--- src/rtl/lock_pkg.sv ---
// Shared definitions for the combination-lock datapath.
// Holds the phase encoding, code geometry, the reset code and the HEX display lookup.
package lock_pkg;

   localparam int unsigned LOCK_CODE_LEN = 6;
   localparam int unsigned LOCK_IDX_W    = 3;
   localparam logic [4*LOCK_CODE_LEN-1:0] LOCK_DEFAULT_CODE = 24'h722297;
   localparam logic [3:0] BCD_MAX = 4'd9;

   // Enrollment phase, also shown on the HEX display
   typedef enum logic [1:0] {
      PH_IDLE    = 2'b00,
      PH_ENTER   = 2'b01,
      PH_CONFIRM = 2'b10,
      PH_ERR     = 2'b11
   } phase_e;

   // Active-low 7-segment patterns (gfedcba) used by the lock display
   localparam logic [6:0] SEG_0     = 7'h40;
   localparam logic [6:0] SEG_1     = 7'h79;
   localparam logic [6:0] SEG_2     = 7'h24;
   localparam logic [6:0] SEG_3     = 7'h30;
   localparam logic [6:0] SEG_4     = 7'h19;
   localparam logic [6:0] SEG_5     = 7'h12;
   localparam logic [6:0] SEG_6     = 7'h02;
   localparam logic [6:0] SEG_7     = 7'h78;
   localparam logic [6:0] SEG_8     = 7'h00;
   localparam logic [6:0] SEG_9     = 7'h10;
   localparam logic [6:0] SEG_BLANK = 7'h7F;

   function automatic logic [6:0] bcd_to_seg(input logic [3:0] d);
      logic [6:0] s;
      s = SEG_BLANK;
      case (d)
         4'd0: s = SEG_0;
         4'd1: s = SEG_1;
         4'd2: s = SEG_2;
         4'd3: s = SEG_3;
         4'd4: s = SEG_4;
         4'd5: s = SEG_5;
         4'd6: s = SEG_6;
         4'd7: s = SEG_7;
         4'd8: s = SEG_8;
         4'd9: s = SEG_9;
         default: s = SEG_BLANK;
      endcase
      return s;
   endfunction

endpackage

--- src/rtl/code_shadow_reg.sv ---
// Shadow register file holding the code being enrolled.
// Ports: clk, rst (sync, active-high), i_clr (zero all entries), i_we/i_waddr/i_wdata
// (indexed write), i_raddr/o_rdata (combinational indexed read), o_flat (all digits,
// entry 0 in the MS nibble).
module code_shadow_reg
   import lock_pkg::*;
#(
   parameter int unsigned CODE_LEN = LOCK_CODE_LEN,
   parameter int unsigned IDX_W    = LOCK_IDX_W
) (
   input  logic                  clk,
   input  logic                  rst,
   input  logic                  i_clr,
   input  logic                  i_we,
   input  logic [IDX_W-1:0]      i_waddr,
   input  logic [3:0]            i_wdata,
   input  logic [IDX_W-1:0]      i_raddr,
   output logic [3:0]            o_rdata,
   output logic [4*CODE_LEN-1:0] o_flat
);

   logic [3:0] r_mem [CODE_LEN];

   // Storage; clear wins over write
   always_ff @(posedge clk) begin
      if (rst || i_clr) begin
         for (int i = 0; i < CODE_LEN; i++) r_mem[i] <= 4'd0;
      end else if (i_we) begin
         r_mem[i_waddr] <= i_wdata;
      end
   end

   assign o_rdata = r_mem[i_raddr];

   // Flatten with entry 0 as the first (most significant) digit
   always_comb begin
      o_flat = '0;
      for (int i = 0; i < CODE_LEN; i++) o_flat[4*(CODE_LEN-1-i) +: 4] = r_mem[i];
   end

endmodule

--- src/rtl/lock_code_enroll.sv ---
// Code enrollment for the combination lock: key a new code, key it again to confirm,
// commit only on an exact match.
// Ports: clk, rst (sync, active-high), start/abort (pulses), digit_valid/digit (key press),
// code_out (committed code, first digit MS nibble), committed (1-cycle pulse),
// busy (ENTER/CONFIRM), error (ERR), phase (display encoding), count (digits this phase).
module lock_code_enroll
   import lock_pkg::*;
#(
   parameter int unsigned              CODE_LEN     = LOCK_CODE_LEN,
   parameter logic [4*CODE_LEN-1:0]    DEFAULT_CODE = LOCK_DEFAULT_CODE
) (
   input  logic                  clk,
   input  logic                  rst,
   input  logic                  start,
   input  logic                  abort,
   input  logic                  digit_valid,
   input  logic [3:0]            digit,
   output logic [4*CODE_LEN-1:0] code_out,
   output logic                  committed,
   output logic                  busy,
   output logic                  error,
   output logic [1:0]            phase,
   output logic [2:0]            count
);

   localparam int unsigned IDX_W = 3;
   localparam logic [IDX_W-1:0] LAST_IDX = IDX_W'(CODE_LEN - 1);

   phase_e                r_state;
   phase_e                w_next_state;
   logic [IDX_W-1:0]      r_count;
   logic [IDX_W-1:0]      w_next_count;
   logic                  r_mismatch;
   logic                  w_next_mismatch;
   logic [4*CODE_LEN-1:0] r_code;
   logic                  r_committed;
   logic                  r_busy;
   logic                  r_error;

   logic                  w_commit;
   logic                  w_shadow_we;
   logic                  w_shadow_clr;
   logic [3:0]            w_rdata;
   logic [4*CODE_LEN-1:0] w_flat;
   logic                  w_digit_ok;
   logic                  w_last;
   logic                  w_mis_acc;

   code_shadow_reg #(
      .CODE_LEN (CODE_LEN),
      .IDX_W    (IDX_W)
   ) u_shadow (
      .clk     (clk),
      .rst     (rst),
      .i_clr   (w_shadow_clr),
      .i_we    (w_shadow_we),
      .i_waddr (r_count),
      .i_wdata (digit),
      .i_raddr (r_count),
      .o_rdata (w_rdata),
      .o_flat  (w_flat)
   );

   assign w_digit_ok = (digit <= BCD_MAX);
   assign w_last     = (r_count == LAST_IDX);
   // Mismatch is accumulated silently and only acted on after the last digit
   assign w_mis_acc  = r_mismatch | (digit != w_rdata);

   // State and datapath registers
   always_ff @(posedge clk) begin
      if (rst) begin
         r_state     <= PH_IDLE;
         r_count     <= '0;
         r_mismatch  <= 1'b0;
         r_code      <= DEFAULT_CODE;
         r_committed <= 1'b0;
         r_busy      <= 1'b0;
         r_error     <= 1'b0;
      end else begin
         r_state     <= w_next_state;
         r_count     <= w_next_count;
         r_mismatch  <= w_next_mismatch;
         r_committed <= w_commit;
         r_busy      <= (w_next_state == PH_ENTER) || (w_next_state == PH_CONFIRM);
         r_error     <= (w_next_state == PH_ERR);
         if (w_commit) r_code <= w_flat;
      end
   end

   // Next-state logic; priority abort > start > digit_valid
   always_comb begin
      w_next_state    = r_state;
      w_next_count    = r_count;
      w_next_mismatch = r_mismatch;
      w_commit        = 1'b0;
      w_shadow_we     = 1'b0;
      w_shadow_clr    = 1'b0;

      if (abort) begin
         w_next_state    = PH_IDLE;
         w_next_count    = '0;
         w_next_mismatch = 1'b0;
      end else if (start) begin
         w_next_state    = PH_ENTER;
         w_next_count    = '0;
         w_next_mismatch = 1'b0;
         w_shadow_clr    = 1'b1;
      end else begin
         case (r_state)
            PH_IDLE: ;
            PH_ERR:  ;
            PH_ENTER: begin
               if (digit_valid) begin
                  if (!w_digit_ok) begin
                     w_next_state = PH_ERR;
                     w_next_count = '0;
                  end else begin
                     w_shadow_we = 1'b1;
                     if (w_last) begin
                        w_next_state    = PH_CONFIRM;
                        w_next_count    = '0;
                        w_next_mismatch = 1'b0;
                     end else begin
                        w_next_count = r_count + IDX_W'(1);
                     end
                  end
               end
            end
            PH_CONFIRM: begin
               if (digit_valid) begin
                  if (!w_digit_ok) begin
                     w_next_state = PH_ERR;
                     w_next_count = '0;
                  end else if (w_last) begin
                     w_next_count    = '0;
                     w_next_mismatch = 1'b0;
                     if (w_mis_acc) begin
                        w_next_state = PH_ERR;
                     end else begin
                        w_next_state = PH_IDLE;
                        w_commit     = 1'b1;
                     end
                  end else begin
                     w_next_mismatch = w_mis_acc;
                     w_next_count    = r_count + IDX_W'(1);
                  end
               end
            end
            default: begin
               w_next_state    = PH_IDLE;
               w_next_count    = '0;
               w_next_mismatch = 1'b0;
            end
         endcase
      end
   end

   assign code_out  = r_code;
   assign committed = r_committed;
   assign busy      = r_busy;
   assign error     = r_error;
   assign phase     = r_state;
   assign count     = r_count;

endmodule

--- config.mk ---
export PLATFORM = sky130hd
export DESIGN_NAME = lock_code_enroll
export DESIGN_NICKNAME = d
export VERILOG_FILES = /design/src/rtl/lock_pkg.sv /design/src/rtl/code_shadow_reg.sv /design/src/rtl/lock_code_enroll.sv
export SDC_FILE = /design/constraint.sdc
export NUM_CORES = 1
export LEC_CHECK = 0
export ABC_AREA = 1
export CAP_MARGIN = 20
export CELL_PAD_IN_SITES_DETAIL_PLACEMENT = 0
export CELL_PAD_IN_SITES_GLOBAL_PLACEMENT = 2
export CORE_AREA = 5 5 99 101
export CTS_BUF_LIST = sky130_fd_sc_hd__clkbuf_2
export DETAILED_ROUTE_END_ITERATION = 12
export DIE_AREA = 0 0 104 106
export DONT_BUFFER_PORTS = 1
export GPL_TIMING_DRIVEN = 0
export PLACE_DENSITY = 0.84
export SLEW_MARGIN = 10
export SYNTH_ARGS = -nofsm -noshare
export SYNTH_HDL_FRONTEND = slang
export SYNTH_SLANG_ARGS = --single-unit
export TNS_END_PERCENT = 1
--- constraint.sdc ---
create_clock -name clk -period 2 [get_ports clk]
set_clock_uncertainty 0.1 [all_clocks]
set_input_delay 0.3 -clock clk [delete_from_list [all_inputs] [get_ports clk]]
set_output_delay 0.3 -clock clk [all_outputs]
set_load 0.02 [all_outputs]
==> results of run 1 <==
==> metal layers <==
metal  share of wire (%)  vias to the layer above
met4                0.53                        0
met5                   0                        -
met1                  48                     1109
met2                  46                       62
met3                 5.6                        2
li1                    -                     1230
==> cell usage after synthesis, types with 2 or more instances <==
| library cell | count | area share [%] |
|---|---|---|
| sky130_fd_sc_hd__o21ai_0 | 12 | 2.0 |
| sky130_fd_sc_hd__nor3_1 | 2 | 0.33 |
| sky130_fd_sc_hd__o22ai_1 | 7 | 1.5 |
| sky130_fd_sc_hd__nand3_1 | 23 | 3.8 |
| sky130_fd_sc_hd__nand2_1 | 73 | 9.1 |
| sky130_fd_sc_hd__inv_1 | 45 | 5.6 |
| sky130_fd_sc_hd__a21oi_1 | 7 | 1.2 |
| sky130_fd_sc_hd__clkbuf_1 | 3 | 0.37 |
| sky130_fd_sc_hd__nor2_1 | 100 | 12 |
| sky130_fd_sc_hd__buf_2 | 3 | 0.50 |
| sky130_fd_sc_hd__ha_1 | 3 | 1.2 |
| sky130_fd_sc_hd__dfxtp_1 | 36 | 24 |
| sky130_fd_sc_hd__edfxtp_1 | 32 | 32 |
| sky130_fd_sc_hd__buf_4 | 2 | 0.50 |
| sky130_fd_sc_hd__nand3_2 | 2 | 0.67 |
| sky130_fd_sc_hd__buf_6 | 3 | 1.1 |
| sky130_fd_sc_hd__o21ai_1 | 13 | 2.2 |
==> worst max-delay path, stage by stage, from the launching register on <==
cell and delay [ns]:
sky130_fd_sc_hd__dfxtp_4 0.40, sky130_fd_sc_hd__buf_6 0.13, sky130_fd_sc_hd__buf_12 0.12, sky130_fd_sc_hd__nand2_1 0.05, sky130_fd_sc_hd__nand3_1 0.10, sky130_fd_sc_hd__nand3_2 0.12
sky130_fd_sc_hd__nand2_1 0.06, sky130_fd_sc_hd__nand2_1 0.05, sky130_fd_sc_hd__nand2_1 0.05, sky130_fd_sc_hd__nor2_1 0.13, sky130_fd_sc_hd__nand3_2 0.13, sky130_fd_sc_hd__nor2_4 0.11
sky130_fd_sc_hd__nand2_1 0.06, sky130_fd_sc_hd__nand3_2 0.06, sky130_fd_sc_hd__nand2_2 0.05, sky130_fd_sc_hd__nand2_2 0.07, sky130_fd_sc_hd__nor2_2 0.04, sky130_fd_sc_hd__ha_1 0.28
sky130_fd_sc_hd__inv_1 0.05, sky130_fd_sc_hd__nor2_1 0.03
==> per-stage QoR <==
| step | util, % | std cells | power, mW | setup slack [ns] | instance area (um^2) |
|---|---|---|---|---|---|
| floorplan | - | 373 | 1.62 | -0.0283 | 3010 |
| global placement | 35.3 | 484 | 1.66 | -0.422 | 3150 |
| detailed placement | 35.3 | 484 | 1.66 | -0.426 | 3150 |
| CTS | 37.7 | 508 | 2.28 | -0.295 | 3370 |
| global route | 38.9 | 509 | 2.37 | -0.452 | 3480 |
| finish | 38.9 | 509 | 2.27 | -0.296 | 3480 |
==> final cells by class <==
type | count | area share (%)
flip-flops and latches | 68 | 48.6
multi-input cells | 247 | 34.7
inverters | 47 | 5.11
well taps | 111 | 3.99
plain buffers | 11 | 2.73
repair buffers | 9 | 2.66
clock buffers | 11 | 1.58
clock inverters | 5 | 0.612
==> worst min-delay path by stage <==
stage | depth (start not counted) | start | to | slack [ns]
after CTS | 2 | digit[2] | u_shadow.r_mem[7][2]$_DFFE_PP_ | 0.02
after global placement | 2 | r_mismatch$_SDFFE_PP0P_ | r_mismatch$_SDFFE_PP0P_ | 0.35
after floorplan | 2 | r_mismatch$_SDFFE_PP0P_ | r_mismatch$_SDFFE_PP0P_ | 0.34
final | 2 | digit[2] | u_shadow.r_mem[7][2]$_DFFE_PP_ | 0.05
after global routing | 2 | digit[2] | u_shadow.r_mem[7][2]$_DFFE_PP_ | 0.03
after detailed placement | 2 | r_mismatch$_SDFFE_PP0P_ | r_mismatch$_SDFFE_PP0P_ | 0.36
==> kinds of logic after synthesis <==
logic type      Yosys count  share of synthesized area (%)
simple gates            203                           27.1
flops                    68                           55.9
buf+inv                  58                           8.41
compound gates           41                           7.32
fa+ha+maj                 3                           1.25
==> state kept, by name (all words and copies together), names as in the netlist, named ones only <==
register,flops
u_shadow.r_mem,32
code_out,24
committed,1
phase,2
busy,1
r_mismatch,1
error,1
count,3
==> report_power, final <==
group	internal, mW	total [mW]	leakage, nW	switching [mW]
registers	1.48	1.51	0.606	0.0256
logic	0.0506	0.151	0.735	0.100
clock network	0.160	0.614	0.0609	0.454
==> repair_timing <==
item	4_1_cts	5_1_grt
pin swaps	4	12
buffers inserted	3	1
hold buffers	5	0
resized for setup	26	30
endpoints found under the hold margin	6	0
setup endpoints to repair	81	81
==> flow_results.xml, run 1 <==
<?xml version="1.0" encoding="UTF-8"?>
<metrics>
  <group name="global_route">
    <metric name="grtUsageMet1" unit="%">18.9</metric>
    <metric name="globalRoute.busiestLayer" unit="">met2</metric>
    <metric name="grt_first_pass_wirelength" unit="um">12200</metric>
    <metric name="overflow" unit="">0</metric>
    <metric name="grt.met2_usage" unit="%">21.9</metric>
    <metric name="largest_net_degree_at_the_start_of_global_routing" unit="">12</metric>
    <metric name="vias_in_the_first_global_route" unit="">2334</metric>
    <metric name="grt_antenna_before_repair" unit="">0</metric>
    <metric name="met3_usage" unit="%">4.07</metric>
    <metric name="globalRouteTotalUtil" unit="%">14.0</metric>
  </group>
  <group name="critical_path">
    <metric name="worst-endpoint-required" unit="ns">2.28</metric>
    <metric name="path_class" unit="">reg2reg</metric>
    <metric name="regToRegEndpoint" unit="">busy$_SDFF_PP0_</metric>
    <metric name="reg2reg_setup_slack" unit="ns">-0.30</metric>
    <metric name="worst-r2r-cell-count" unit="">19</metric>
    <metric name="worst-path-max-fanout" unit="">5</metric>
    <metric name="crit_path_end_kind" unit="">flop</metric>
    <metric name="cp_data_arrival_time" unit="ns">2.58</metric>
    <metric name="worst_setup_path_start_kind" unit="">flop</metric>
    <metric name="crit_end" unit="">busy$_SDFF_PP0_</metric>
  </group>
  <group name="status">
    <metric name="status" unit="">finished, violations left</metric>
    <metric name="failed_checks" unit="">setup timing</metric>
  </group>
  <group name="timing">
    <metric name="layout_min_cycle_time" unit="ns">2.30</metric>
    <metric name="total_count_of_max_transition_violations_in_the_final_report" unit="">0</metric>
    <metric name="whs" unit="ns">0.0481</metric>
    <metric name="worst_pin_slew" unit="ns">0.558</metric>
    <metric name="grt_setup_unrepaired" unit="">true</metric>
    <metric name="timing.final.setup_violations" unit="">33</metric>
    <metric name="setup_ws" unit="ns">-0.296</metric>
    <metric name="tightest_slew_margin_relative_to_the_limit" unit="%">62.8</metric>
    <metric name="fin_setup_tns" unit="ns">-5.97</metric>
    <metric name="fmax" unit="MHz">436</metric>
    <metric name="hold_viol" unit="">0</metric>
    <metric name="timing.final.crit_share" unit="%">115</metric>
  </group>
  <group name="clock_network">
    <metric name="htreeDepth" unit="">3</metric>
    <metric name="tritoncts_clock_tree" unit="">done</metric>
    <metric name="cts_sinks" unit="">68</metric>
    <metric name="worst_setup_hold_path_clk_slew" unit="ns">0.17</metric>
    <metric name="ctsRootBufferMaster" unit="">sky130_fd_sc_hd__clkbuf_2</metric>
    <metric name="cts_buffer_depth" unit="">2</metric>
    <metric name="cts_made_buffers" unit="">9</metric>
    <metric name="worstSkewPairLatency" unit="ns">0.48</metric>
  </group>
  <group name="synthesis">
    <metric name="syn_inst" unit="">373</metric>
    <metric name="synth_ff_type" unit="">sky130_fd_sc_hd__dfxtp_1</metric>
    <metric name="synth-warning-count" unit="">0</metric>
    <metric name="synth_enable_flop_cells" unit="">32</metric>
    <metric name="ys_seq_area_share" unit="%">55.9</metric>
    <metric name="async_flop_share" unit="%">0</metric>
    <metric name="netlist_area" unit="mm^2">0.00301</metric>
    <metric name="syn-num-nets" unit="">385</metric>
    <metric name="synth_area_per_cell" unit="um^2">8.06</metric>
    <metric name="number_of_synthesized_register_bits" unit="">68</metric>
    <metric name="ys_types" unit="">24</metric>
  </group>
  <group name="final_layout">
    <metric name="finish.net_count" unit="">405</metric>
    <metric name="drive_gt1_share" unit="%">18.6</metric>
    <metric name="area.growth.synth_to_final" unit="%">15.6</metric>
    <metric name="layout.cells.most_common_list" unit="">sky130_fd_sc_hd__nor2_1 (87), sky130_fd_sc_hd__nand2_1 (61), sky130_fd_sc_hd__inv_1 (43)</metric>
    <metric name="antennaDiodeCount" unit="">0</metric>
    <metric name="fillerInstances" unit="">927</metric>
    <metric name="final_common_cell" unit="">sky130_fd_sc_hd__nor2_1</metric>
    <metric name="seq_area" unit="mm^2">0.00169</metric>
    <metric name="multiInputGateArea" unit="mm^2">0.00121</metric>
  </group>
  <group name="drt">
    <metric name="average_vias_per_placed_instance" unit="">4.72</metric>
    <metric name="detail_route.drc_violations" unit="">0</metric>
    <metric name="vias" unit="">2403</metric>
    <metric name="postRouteWirelength" unit="um">7510</metric>
    <metric name="avgRoutedWirePerCell" unit="um">14.8</metric>
    <metric name="firstDrtPassIters" unit="">6</metric>
    <metric name="number_of_nets_still_failing_antenna_checks_after_routing" unit="">0</metric>
    <metric name="first_iter_violations" unit="">130</metric>
  </group>
  <group name="die">
    <metric name="design.portCount" unit="">41</metric>
    <metric name="floorplan.die.height" unit="um">106</metric>
    <metric name="area_of_the_placeable_core" unit="mm^2">0.00893</metric>
    <metric name="floorplan.initialDensity" unit="%">33.7</metric>
    <metric name="fp-row-count" unit="">35</metric>
    <metric name="die_footprint" unit="mm^2">0.0110</metric>
    <metric name="die-width" unit="um">104</metric>
  </group>
  <group name="placed_design">
    <metric name="numPortBuffers" unit="">0</metric>
    <metric name="place.gp.congestion" unit="">0.792</metric>
    <metric name="dp_hpwl" unit="um">5800</metric>
  </group>
  <group name="worst_hold_path">
    <metric name="hold_class" unit="">in2reg</metric>
  </group>
  <group name="power_and_ir_drop">
    <metric name="leakage" unit="nW">1.40</metric>
    <metric name="total_power_per_unit_cell_area" unit="mW/mm^2">653</metric>
    <metric name="vdd_ir_drop_max" unit="mV">0.228</metric>
  </group>
  <group name="job">
    <metric name="drv_cap" unit="">0</metric>
  </group>
</metrics>
Power figures use the tool's default switching activity.
==> run 2: changes to the inputs <==
ABC_AREA = 0   (was 1)
CORE_AREA = 5 5 98 100   (was 5 5 99 101)
DIE_AREA = 0 0 103 105   (was 0 0 104 106)
PLACE_DENSITY = 0.82   (was 0.84)
==> run 2 against run 1 <==
  * The run still ends with setup timing left
  * Critical path depth fell by 10
  * Non-clock buffer count rose by 19
  * Routed wire length rose by 10%
  * Critical endpoint unchanged
==> flow_results.xml, run 2 <==
<?xml version="1.0" encoding="UTF-8"?>
<metrics>
  <group name="synthesis">
    <metric name="synth_most_common_cell" unit="">sky130_fd_sc_hd__dfxtp_1</metric>
    <metric name="synth_enable_flop_cells" unit="">32</metric>
    <metric name="ys_seq_area_share" unit="%">53.2</metric>
    <metric name="number_of_synthesized_register_bits" unit="">68</metric>
    <metric name="synth_largest_type_area_fraction" unit="%">30.4</metric>
    <metric name="synth_ff_type" unit="">sky130_fd_sc_hd__dfxtp_1</metric>
    <metric name="syn-num-nets" unit="">306</metric>
    <metric name="syn_inst" unit="">294</metric>
    <metric name="synthTopCellsByArea" unit="">sky130_fd_sc_hd__edfxtp_1 (30%), sky130_fd_sc_hd__dfxtp_1 (23%), sky130_fd_sc_hd__mux2i_1 (5.7%)</metric>
    <metric name="ys_types" unit="">38</metric>
    <metric name="synth.cells.most_frequent" unit="">sky130_fd_sc_hd__dfxtp_1 (36), sky130_fd_sc_hd__edfxtp_1 (32), sky130_fd_sc_hd__nand4_1 (25)</metric>
    <metric name="async_flop_share" unit="%">0</metric>
    <metric name="netlist_area" unit="mm^2">0.00316</metric>
    <metric name="synth_area_per_cell" unit="um^2">10.8</metric>
    <metric name="synth-warning-count" unit="">0</metric>
    <metric name="synth_largest_area_cell" unit="">sky130_fd_sc_hd__edfxtp_1</metric>
  </group>
  <group name="critical_path">
    <metric name="worst-path-max-fanout" unit="">5</metric>
    <metric name="crit_path_max_incr_delay" unit="ns">0.58</metric>
    <metric name="worst-endpoint-required" unit="ns">2.37</metric>
    <metric name="crit_path_end_kind" unit="">flop</metric>
    <metric name="path_class" unit="">reg2reg</metric>
    <metric name="worst_setup_path_start_kind" unit="">flop</metric>
    <metric name="crit_chain" unit="">buf_12 &gt; mux2i_1 &gt; mux4_2 &gt; xnor2_4 &gt; or4_4 &gt; a2111oi_4 &gt; nor4_2 &gt; ha_2 &gt; nor2b_4</metric>
    <metric name="worst_path_max_delay_cell" unit="">sky130_fd_sc_hd__or4_4</metric>
    <metric name="cp_data_arrival_time" unit="ns">3.30</metric>
  </group>
  <group name="job">
    <metric name="drv_cap" unit="">0</metric>
  </group>
  <group name="final_layout">
    <metric name="finish.net_count" unit="">329</metric>
    <metric name="regMostFlops" unit="">u_shadow.r_mem</metric>
    <metric name="layout.cells.most_common_list" unit="">sky130_fd_sc_hd__edfxtp_1 (32), sky130_fd_sc_hd__dfxtp_1 (30), sky130_fd_sc_hd__nand4_1 (25)</metric>
    <metric name="final_common_cell" unit="">sky130_fd_sc_hd__edfxtp_1</metric>
    <metric name="fillerInstances" unit="">812</metric>
    <metric name="area.growth.synth_to_final" unit="%">20.8</metric>
    <metric name="seq_area" unit="mm^2">0.00170</metric>
    <metric name="flip_flop_count_of_the_largest_register_after_layout" unit="">32</metric>
    <metric name="multiInputGateArea" unit="mm^2">0.00151</metric>
    <metric name="drive_gt1_share" unit="%">23.0</metric>
    <metric name="antennaDiodeCount" unit="">0</metric>
  </group>
  <group name="timing">
    <metric name="worst_pin_slew" unit="ns">0.870</metric>
    <metric name="fmax" unit="MHz">342</metric>
    <metric name="whs" unit="ns">0.0341</metric>
    <metric name="hold_viol" unit="">0</metric>
    <metric name="grt_setup_unrepaired" unit="">true</metric>
    <metric name="total_count_of_max_transition_violations_in_the_final_report" unit="">0</metric>
    <metric name="layout_min_cycle_time" unit="ns">2.93</metric>
    <metric name="timing.final.setup_violations" unit="">51</metric>
    <metric name="setup_ws" unit="ns">-0.925</metric>
    <metric name="timing.final.crit_share" unit="%">146</metric>
    <metric name="tightest_slew_margin_relative_to_the_limit" unit="%">42.0</metric>
  </group>
  <group name="drt">
    <metric name="detail_route.drc_violations" unit="">0</metric>
    <metric name="postRouteWirelength" unit="um">8270</metric>
    <metric name="number_of_nets_still_failing_antenna_checks_after_routing" unit="">0</metric>
    <metric name="vias" unit="">2459</metric>
    <metric name="first_iter_violations" unit="">106</metric>
    <metric name="avgRoutedWirePerCell" unit="um">19.2</metric>
    <metric name="average_vias_per_placed_instance" unit="">5.72</metric>
    <metric name="firstDrtPassIters" unit="">5</metric>
  </group>
  <group name="die">
    <metric name="die-width" unit="um">103</metric>
    <metric name="floorplan.die.height" unit="um">105</metric>
    <metric name="die_footprint" unit="mm^2">0.0108</metric>
    <metric name="design.portCount" unit="">41</metric>
    <metric name="fp-row-count" unit="">34</metric>
    <metric name="floorplan.initialDensity" unit="%">36.8</metric>
    <metric name="area_of_the_placeable_core" unit="mm^2">0.00859</metric>
  </group>
  <group name="power_and_ir_drop">
    <metric name="vdd_ir_drop_max" unit="mV">0.333</metric>
    <metric name="total_power_per_unit_cell_area" unit="mW/mm^2">684</metric>
    <metric name="report.power.total" unit="mW">2.61</metric>
    <metric name="leakage" unit="nW">1.23</metric>
  </group>
  <group name="placed_design">
    <metric name="numPortBuffers" unit="">0</metric>
    <metric name="dp_hpwl" unit="um">5960</metric>
    <metric name="place.gp.congestion" unit="">0.770</metric>
  </group>
  <group name="global_route">
    <metric name="overflow" unit="">0</metric>
    <metric name="grt_first_pass_wirelength" unit="um">12900</metric>
    <metric name="largest_net_degree_at_the_start_of_global_routing" unit="">13</metric>
    <metric name="vias_in_the_first_global_route" unit="">2357</metric>
    <metric name="grt_antenna_before_repair" unit="">0</metric>
    <metric name="globalRouteTotalUtil" unit="%">15.8</metric>
  </group>
  <group name="clock_network">
    <metric name="cts_made_buffers" unit="">9</metric>
    <metric name="tritoncts_clock_tree" unit="">done</metric>
    <metric name="worstSkewPairLatency" unit="ns">0.52</metric>
    <metric name="ctsRootBufferMaster" unit="">sky130_fd_sc_hd__clkbuf_2</metric>
    <metric name="cts_sinks" unit="">68</metric>
    <metric name="htreeDepth" unit="">3</metric>
    <metric name="worst_setup_hold_path_clk_slew" unit="ns">0.19</metric>
    <metric name="cts_buffer_depth" unit="">2</metric>
  </group>
  <group name="worst_hold_path">
    <metric name="hold_class" unit="">in2reg</metric>
  </group>
  <group name="status">
    <metric name="status" unit="">finished, violations left</metric>
    <metric name="failed_checks" unit="">setup timing</metric>
  </group>
</metrics>
-- run 2: cell count changes after synthesis, sizes merged, moves of 7 or more --
| cell | before | now |
|---|---|---|
| and2 | 0 | 12 |
| o21ai | 25 | 7 |
| nand4 | 0 | 25 |
| nand3 | 25 | 13 |
| a21oi | 7 | 17 |
| clkbuf | 3 | 21 |
| nor2 | 101 | 15 |
| nand2 | 73 | 13 |
| inv | 46 | 8 |
| o31ai | 0 | 24 |
| o22ai | 7 | 0 |
| mux2i | 0 | 18 |
-- run 2: what timing repair did --
item,CTS,global route
hold buffers,7,0
cloned,1,0
hold endpoints to repair,28,0
pin swaps,10,11
endpoints found under the setup margin,93,79
setup buffers,3,3
resized for setup,39,27
-- run 2: cell type report --
type / instances / area share (%)
clock inverters: 7 / 2.36
inverters: 8 / 0.787
flip-flops and latches: 68 / 44.4
well taps: 108 / 3.54
repair buffers: 14 / 3.93
multi-input cells: 191 / 39.5
clock buffers: 9 / 1.18
plain buffers: 25 / 4.23
-- run 2: per-layer routing --
layer,global-route usage [%],up-vias,share of wire [%]
li1,-,1170,-
met4,6.75,0,2.5
met3,4.46,13,6.2
met5,0,-,0
met1,20.7,1196,43
met2,24.2,80,48
-- run 2: kinds of logic after synthesis --
logic type | synth area share (%)
compound gates | 11.7
xor+xnor | 0.832
fa+ha+maj | 1.19
buf+inv | 5.27
flops | 53.2
mux | 8.91
simple gates | 18.9
-- run 2: final timing paths --
path                           start                   endpoint  slack (ns)  cells after the start
max                             flop            busy$_SDFF_PP0_       -0.93                      9
min                      digit_valid  code_out[23]$_SDFFE_PP0P_        0.03                      3
max reg2reg                     flop            busy$_SDFF_PP0_       -0.93                      9
min reg2reg  r_mismatch$_SDFFE_PP0P_    r_mismatch$_SDFFE_PP0P_        0.45                      2
-- run 2: metrics by stage --
stage               setup TNS (ns)  cell area (um^2)  instances  setup WS (ns)  utilization (%)
finish                      -25.61              3820        430         -0.925             44.4
global route                -30.55              3820        430          -1.01             44.4
CTS                         -30.80              3680        428          -1.04             42.9
detailed placement          -45.55              3300        402          -1.31             38.4
global placement            -45.36              3300        402          -1.25             38.4
floorplan                   -20.94              3170        294         -0.863                -
-- run 2: worst max-delay path, delay by kind of cell, from the launching register on --
family	cells	cell delay [ns]
simple gates	3	0.79
mux	2	0.67
compound gates	1	0.24
fa+ha+maj	1	0.32
buf+inv	1	0.15
xor+xnor	1	0.18
flops	1	0.43
-- run 2: power by group --
group	switching, mW	internal [mW]
Clock	0.517	0.409
Sequential	0.0252	1.48
Combinational	0.109	0.0751
Total	0.651	1.96
